File: src/rtl/ram_stream_reader_pkg.sv
// Shared types and sizing helpers for the RAM stream reader.
// Optional STALL_CNT port: RAM_STREAM_READER_STALL_CNT_EN.
package ram_stream_reader_pkg;

  typedef enum logic [1:0] {
    ST_IDLE  = 2'd0,
    ST_READ  = 2'd1,
    ST_DRAIN = 2'd2
  } state_e;

  localparam int FIFO_DEPTH = 2;

  function automatic int addr_w(input int mem_size);
    return (mem_size > 1) ? $clog2(mem_size) : 1;
  endfunction

  function automatic int len_w(input int mem_size);
    return addr_w(mem_size) + 1;
  endfunction

endpackage

File: src/rtl/ram_stream_reader_fifo2.sv
// Two-entry synchronous FIFO with a registered head word.
// Head is always presented on dout; count says how many are valid.
module ram_stream_reader_fifo2 #(
  parameter int DATA_SIZE = 64
) (
  input  logic                 clk,
  input  logic                 rst_n,
  input  logic                 push,
  input  logic                 pop,
  input  logic [DATA_SIZE-1:0] din,
  output logic [1:0]           count,
  output logic [DATA_SIZE-1:0] dout
);

  logic [DATA_SIZE-1:0] head_q, head_d;
  logic [DATA_SIZE-1:0] tail_q, tail_d;
  logic [1:0]           cnt_q, cnt_d;
  logic                 do_push, do_pop;

  always_comb begin
    do_push = push && ((cnt_q != 2'd2) || pop);
    do_pop  = pop && (cnt_q != 2'd0);
    head_d  = head_q;
    tail_d  = tail_q;
    cnt_d   = cnt_q;
    unique case ({do_push, do_pop})
      2'b11: begin
        if (cnt_q == 2'd2) begin
          head_d = tail_q;
          tail_d = din;
        end else begin
          head_d = din;
        end
      end
      2'b10: begin
        if (cnt_q == 2'd0) head_d = din;
        else               tail_d = din;
        cnt_d = cnt_q + 2'd1;
      end
      2'b01: begin
        head_d = tail_q;
        cnt_d  = cnt_q - 2'd1;
      end
      default: ;
    endcase
  end

  always_ff @(posedge clk or negedge rst_n) begin
    if (!rst_n) begin
      head_q <= '0;
      tail_q <= '0;
      cnt_q  <= '0;
    end else begin
      head_q <= head_d;
      tail_q <= tail_d;
      cnt_q  <= cnt_d;
    end
  end

  assign count = cnt_q;
  assign dout  = head_q;

endmodule

File: src/rtl/ram_stream_reader.sv
// Streams (addr, len) bursts out of the RAM read port as valid/ready.
// Define RAM_STREAM_READER_STALL_CNT_EN to add the STALL_CNT output.
module ram_stream_reader
  import ram_stream_reader_pkg::*;
#(
  parameter int DATA_SIZE = 64,
  parameter int MEM_SIZE  = 1024
) (
  input  logic                        CLK,
  input  logic                        RST_N,
  input  logic                        CMD_VALID,
  output logic                        CMD_READY,
  input  logic [addr_w(MEM_SIZE)-1:0] CMD_ADDR,
  input  logic [len_w(MEM_SIZE)-1:0]  CMD_LEN,
  output logic                        ENB,
  output logic [addr_w(MEM_SIZE)-1:0] ADDRB,
  input  logic [DATA_SIZE-1:0]        DOB,
  output logic                        M_VALID,
  input  logic                        M_READY,
  output logic [DATA_SIZE-1:0]        M_DATA,
  output logic                        M_LAST,
  output logic                        BUSY,
  output logic                        DONE
`ifdef RAM_STREAM_READER_STALL_CNT_EN
  ,
  output logic [31:0]                 STALL_CNT
`endif
);

  localparam int AW = addr_w(MEM_SIZE);
  localparam int LW = len_w(MEM_SIZE);
  localparam logic [AW-1:0] ADDR_MAX = AW'(MEM_SIZE - 1);
  localparam logic [LW-1:0] LEN_MAX  = LW'(MEM_SIZE);

  state_e        state_q, state_d;
  logic [AW-1:0] addr_q, addr_d;
  logic [LW-1:0] issue_q, issue_d;
  logic [LW-1:0] out_q, out_d;
  logic          inflight_q, inflight_d;
  logic          done_q, done_d;
  logic          init_q;
  logic [1:0]    fifo_cnt;
  logic [1:0]    occ;
  logic [LW-1:0] len_sat;
  logic          accept, pop, last_hs;

  always_comb begin
    len_sat   = (CMD_LEN > LEN_MAX) ? LEN_MAX : CMD_LEN;
    CMD_READY = init_q && (state_q == ST_IDLE);
    accept    = CMD_VALID && CMD_READY;
    M_VALID   = (fifo_cnt != 2'd0);
    pop       = M_VALID && M_READY;
    M_LAST    = M_VALID && (out_q == LW'(1));
    last_hs   = pop && M_LAST;
    // words the FIFO must still absorb once this cycle's pop retires
    occ       = fifo_cnt + 2'(inflight_q) - 2'(pop);
    ENB       = (issue_q != '0) && (occ < 2'(FIFO_DEPTH));
    ADDRB     = addr_q;
    BUSY      = (state_q != ST_IDLE);
    DONE      = done_q;
  end

  always_comb begin
    state_d    = state_q;
    addr_d     = addr_q;
    issue_d    = issue_q;
    out_d      = out_q;
    inflight_d = ENB;
    done_d     = 1'b0;
    if (ENB) begin
      addr_d  = (addr_q == ADDR_MAX) ? '0 : addr_q + AW'(1);
      issue_d = issue_q - LW'(1);
    end
    if (pop) out_d = out_q - LW'(1);
    unique case (state_q)
      ST_IDLE: begin
        if (accept) begin
          if (len_sat == '0) begin
            done_d = 1'b1;
          end else begin
            state_d = ST_READ;
            addr_d  = CMD_ADDR;
            issue_d = len_sat;
            out_d   = len_sat;
          end
        end
      end
      ST_READ: begin
        if (issue_d == '0) state_d = ST_DRAIN;
      end
      ST_DRAIN: begin
        if (last_hs) begin
          state_d = ST_IDLE;
          done_d  = 1'b1;
        end
      end
      default: state_d = ST_IDLE;
    endcase
  end

  always_ff @(posedge CLK or negedge RST_N) begin
    if (!RST_N) begin
      state_q    <= ST_IDLE;
      addr_q     <= '0;
      issue_q    <= '0;
      out_q      <= '0;
      inflight_q <= 1'b0;
      done_q     <= 1'b0;
      init_q     <= 1'b0;
    end else begin
      state_q    <= state_d;
      addr_q     <= addr_d;
      issue_q    <= issue_d;
      out_q      <= out_d;
      inflight_q <= inflight_d;
      done_q     <= done_d;
      init_q     <= 1'b1;
    end
  end

  ram_stream_reader_fifo2 #(
    .DATA_SIZE(DATA_SIZE)
  ) u_fifo (
    .clk   (CLK),
    .rst_n (RST_N),
    .push  (inflight_q),
    .pop   (pop),
    .din   (DOB),
    .count (fifo_cnt),
    .dout  (M_DATA)
  );

`ifdef RAM_STREAM_READER_STALL_CNT_EN
  logic [31:0] stall_q, stall_d;

  always_comb begin
    stall_d = stall_q;
    if (accept) begin
      stall_d = '0;
    end else if (M_VALID && !M_READY && (stall_q != 32'hFFFF_FFFF)) begin
      stall_d = stall_q + 32'd1;
    end
  end

  always_ff @(posedge CLK or negedge RST_N) begin
    if (!RST_N) stall_q <= '0;
    else        stall_q <= stall_d;
  end

  assign STALL_CNT = stall_q;
`endif

endmodule

File: config.mk
export PLATFORM = sky130hd
export DESIGN_NAME = ram_stream_reader
export DESIGN_NICKNAME = d
export VERILOG_FILES = /design/src/rtl/ram_stream_reader_pkg.sv /design/src/rtl/ram_stream_reader_fifo2.sv /design/src/rtl/ram_stream_reader.sv
export SDC_FILE = /design/constraint.sdc
export NUM_CORES = 1
export LEC_CHECK = 0
export ABC_AREA = 1
export BUFFER_PORTS_ARGS = -buffer_cell sky130_fd_sc_hd__clkbuf_2
export CAP_MARGIN = 20
export CORE_MARGIN = 4
export CORE_UTILIZATION = 61
export DETAILED_ROUTE_END_ITERATION = 8
export HOLD_SLACK_MARGIN = 0.15
export PLACE_DENSITY = 0.88
export SLEW_MARGIN = 5
export SYNTH_ARGS = -nofsm -noshare
export SYNTH_HDL_FRONTEND = slang
export SYNTH_SLANG_ARGS = --single-unit
export TNS_END_PERCENT = 10
File: constraint.sdc
create_clock -name CLK -period 3.6 [get_ports CLK]
set_clock_uncertainty 0.05 [all_clocks]
set_input_delay 0.72 -clock CLK [delete_from_list [all_inputs] [get_ports CLK]]
set_output_delay 0.72 -clock CLK [all_outputs]
set_load 0.05 [all_outputs]
-- Word level (Yosys, flattened, before mapping)
Cells that the tools add are included.
W data, S select, Z words.
- muxes and demuxes: 30
- $lt $le $gt $ge: 2
- multipliers: 0
- equal/unequal tests: 16
- bitwise operators: 0
- shift-type cells: 0
- div/mod/pow operators: 0
- reductions and logical operators: 22
- add/subtract/negate cells: 7
- operators with widths (operator ; number):
    $mux W64 ; 4
    $pmux W64 S3 ; 1
    $pmux W64 S2 ; 1
    $mux W11 ; 9
    $mux W10 ; 5
    $logic_not A11 Y1 ; 2
    $sub A11 B1 Y11 const B ; 2
    $ne A2 B2 Y1 const B ; 6
    $eq A11 B1 Y1 const B ; 1
    $gt A11 B11 Y1 const B ; 1
    $reduce_bool A11 Y1 ; 1
    $add A10 B1 Y10 const B ; 1
    $eq A10 B10 Y1 const B ; 1
    $eq A2 B2 Y1 const B ; 4
    $logic_and A1 B1 Y1 ; 8
    $mux W2 ; 4
    $reduce_bool A2 Y1 ; 4
    $pmux W2 S3 ; 1
    $eq A2 B1 Y1 const B ; 2
    $logic_not A2 Y1 ; 2
    $ne A2 B1 Y1 const B ; 2
    $pmux W2 S2 ; 1
    $reduce_and A4 Y1 ; 1
    $mux W1 ; 3
    other kinds (10) ; 10
- memories: 0
- logic and storage cells: 87
- register bits after elaboration: 167
- output and inout bits: 80
- ROM bits: 0
- bits in writable memories: 0
- latch bits: 0

-- Longest topological paths before layout
- depth in word-level cells: 9
- gate-level depth with buffers: 15

-- Modules after synthesis
A second synthesis with hierarchy kept.
- cells, all modules: 1474
- area total of the unflattened synthesis: 9975.8 um2
- modules (own cells, without submodules) (module ; cells each ; seq. area each (um2) ; times used ; area each (um2)):
    ram_stream_reader_fifo2 ; 1121 ; 3253.1 ; 1 ; 7423.4
    ram_stream_reader ; 353 ; 925.9 ; 1 ; 2552.4

-- Worst setup path after synthesis
No wires, ideal clock.
- path kind: register -> output
- start: register u_fifo.cnt_q[0] (netlist: u_fifo.count[0])
- end: output port M_LAST
- cell stages (with the launch flop): 6
- path slack: 1136 ps
- arrival time: 1694 ps
- path buffers: 1
- cell sequence: dfrtp_1 -> buf_6 -> inv_2 -> nand2_4 -> nand3_1 -> nor4_2
- longest elaborated chain between the ends: 2
- RTL lines (item ; RTL line ; RTL):
    start, declared ; ram_stream_reader_fifo2.sv:17 ; logic [1:0] cnt_q, cnt_d;
    start signal, assigned ; ram_stream_reader_fifo2.sv:56 ; cnt_q <= cnt_d;
    $reduce_bool A2 Y1 ; ram_stream_reader.sv:51 ; M_VALID = (fifo_cnt != 2'd0);
    net M_VALID ; ram_stream_reader.sv:18 ; output logic M_VALID,
    $logic_and A1 B1 Y1 ; ram_stream_reader.sv:53 ; M_LAST = M_VALID && (out_q == LW'(1));
    end, declared ; ram_stream_reader.sv:21 ; output logic M_LAST,
The timed path passes the listed nets, and every way through them passes these cells.

-- Final worst setup path
- start: register issue_q[0]
- end: output port ENB
- longest elaborated chain between the ends: 2
- RTL lines (item ; RTL line ; RTL):
    start, declared ; ram_stream_reader.sv:37 ; logic [LW-1:0] issue_q, issue_d;
    start signal, assigned ; ram_stream_reader.sv:113 ; issue_q <= issue_d;
    $reduce_bool A11 Y1 ; ram_stream_reader.sv:57 ; ENB = (issue_q != '0) && (occ < 2'(FIFO_DEPTH));
    $logic_and A1 B1 Y1 ; ram_stream_reader.sv:57 ;
    end, declared ; ram_stream_reader.sv:15 ; output logic ENB,
No other way between the ends.

==> impl_metrics.json <==
{
  "status": "completed",
  "die_area_um2": 16900,
  "htree_num_levels": 4,
  "grt_pass1_wl_um": 37900,
  "core_um2": 14500,
  "yosys.area.top_type": "dfrtp_1",
  "drt_iter0_markers": 759,
  "clkTransAtPathRegs_ns": 0.06,
  "final_util": 0.734,
  "start_kind": "register",
  "groute.usage.overall": 0.278,
  "ctsResizeCount": 0,
  "critPathLaunch": "issue_q[0]",
  "placed_cells": 1499,
  "pin_count": 169,
  "period_share": 0.792,
  "drt-total-wl_um": 23000,
  "synth_enable_flop_cells": 0,
  "tritoncts": "done",
  "tns_ns": 0,
  "viasPerCell": 5.64,
  "fin_area_um2": 10700,
  "peakVddDrop_mv": 0.753,
  "hp-class": "in2async",
  "drc": 0,
  "holdBufCountCts": 0,
  "nets": 1432,
  "start_util": 0.624,
  "synth_cell_types": 41,
  "grt_max_degree": 129,
  "portBuffers": 168,
  "place_congestion": 0.875,
  "setup_viol": 0,
  "nFillCells": 1103,
  "placed_cell_area_um2": 10000,
  "grt.overflow.total": 0,
  "clk_latency_ns": 0.44,
  "worstSetupPathType": "reg2out",
  "dpl.hpwl_um": 14900,
  "synth_commonest_cells": "nand2_1, o21ai_0, dfrtp_1",
  "regArea_um2": 4180,
  "netlist_top_cells_area": "dfrtp_1, nand2_1, o21ai_0",
  "async_flop_share": 1.00,
  "yosysWarnings": 0,
  "syn_to_final_growth_pct": 17.7,
  "p_total_uw": 12300,
  "critPathArrivalTime_ns": 2.08,
  "multi_input_area_um2": 4120,
  "maxSlewHeadroom": 0.421,
  "n_antenna_cell": 0,
  "avgSynthCellArea_um2": 7.50,
  "synth_area_um2": 9070,
  "leakage_uw": 0.00521,
  "endpoint_kind": "primary output",
  "yosys_most_used_dff": "dfrtp_1",
  "yosysMostFrequentCell": "nand2_1",
  "cts_root_buf": "clkbuf_16",
  "seq_area_frac_synth": 0.461,
  "cts_made_buffers": 17,
  "reg2reg_from": "u_fifo.count[0]",
  "worst_pin_slew_ns": 0.866,
  "num_vias": 8630,
  "clk_path_buf_depth": 2,
  "cts.sinks": 167,
  "drv_slew": 0,
  "fmax_ghz": 0.351,
  "ys_ff_latch": 167,
  "drv_cap": 0,
  "p_per_area_nw_per_um2": 1150,
  "cp_max_fo": 16,
  "synthCells": 1210,
  "antenna_found_initial": 0,
  "drive_above_1_share": 0.186,
  "ant_nets": 0,
  "dr.pass1.iters": 5,
  "grt_pass1_vias": 8009,
  "crit_required_ns": 2.83,
  "rsz0062_at_grt": "false",
  "dieHeight_um": 130,
  "finalHoldViolCount": 0,
  "row_count": 44,
  "synth_top_area_share": 0.461,
  "cts_setup_buffers": 0,
  "die_x_um": 130,
  "final_cells": 1531,
  "synth_fp_nets": 1307,
  "period_minus_slack_ns": 2.85,
  "post_drt_wl_per_cell_um": 15.0
}
[power breakdown]
part           switching (uW)  leakage [uW]  internal (uW)  total (uW)
clock network             771      0.000302           1140        1910
logic                    4880       0.00290           1940        6820
registers                 728       0.00201           2850        3580
total                    6380       0.00521           5930       12300
[per-stage QoR]
step,setup slack (ns),hold WS [ns]
after floorplan,1.14,0.374
after global placement,0.921,0.412
after detailed placement,0.832,0.415
after CTS,0.752,0.238
after global routing,0.615,0.266
final,0.748,0.228
[worst max-delay path: stages, from the launching register on]
cell,delay (ns)
dfrtp_1,0.41
inv_1,0.19
ha_1,0.19
nand2_1,0.06
nor2_2,0.14
nand2_4,0.12
nand2_8,0.16
inv_2,0.12
clkbuf_2,0.25
[worst paths after layout]
kind | endpoint | slack, ns | cells past startpoint
worst max-delay path | ENB | 0.75 | 8
worst min-delay path | u_fifo.dout[37] | 0.23 | 1
worst max register to register | u_fifo.tail_q[7] | 0.93 | 9
worst min register to register | DONE | 0.42 | 1
max in group asynchronous | u_fifo.dout[54] | 2.41 | 2
min in group CLK | DONE | 0.42 | 1
[registers in the layout, summed over array words and instances, names as in the netlist]
name	count
issue_q	11
u_fifo.tail_q	64
DONE	1
u_fifo.dout	64
out_q	11
u_fifo.count	2
ADDRB	10
init_q	1
inflight_q	1
state_q	2
[final cells by class]
class | instances | share of cell area
Sequential cell | 167 | 0.392
Multi-Input combinational cell | 845 | 0.386
Timing Repair Buffer | 180 | 0.0991
Inverter | 124 | 0.0440
Clock buffer | 20 | 0.0437
Tap cell | 184 | 0.0216
Clock inverter | 11 | 0.0138
[logic make-up after synthesis]
| family | synth area share |
|---|---|
| AO/OA/AOI/OAI | 0.210 |
| flip-flops | 0.461 |
| adder cells (fa/ha/maj) | 0.0110 |
| XOR/XNOR | 0.0174 |
| multiplexers | 0.00221 |
| buffers and inverters | 0.0876 |
| AND/OR/NAND/NOR | 0.210 |
| other | 0.000413 |
[cell usage in the layout (no fill, tap or decap), types with 3 or more instances in the layout]
cell         n
nor2_2       9
nand3b_1     3
inv_2        8
a21oi_1     67
nand3_1     19
inv_1      114
xor2_1      13
buf_12       8
nand2_2      6
nand2_1    298
dfrtp_1    167
a31oi_1     66
o21ai_1      5
ha_1         7
nand2_4      3
nor2_1      95
buf_4        3
bufinv_16    3
nand4_1      7
clkbuf_8     3
o21ai_0    217
clkbuf_2   167
nor3_1       3
xnor2_1      5
clkinv_2     4
clkbuf_16   17
clkinv_4     3
[routing by layer]
layer | up-vias | wire [um] | global-route usage
li1 | 4220 | - | -
met1 | 4011 | 9730 | 0.379
met2 | 355 | 11200 | 0.448
met3 | 44 | 1560 | 0.0594
met4 | 0 | 554 | 0.0941
met5 | - | 0 | 0
Power figures use the tool's default switching activity.
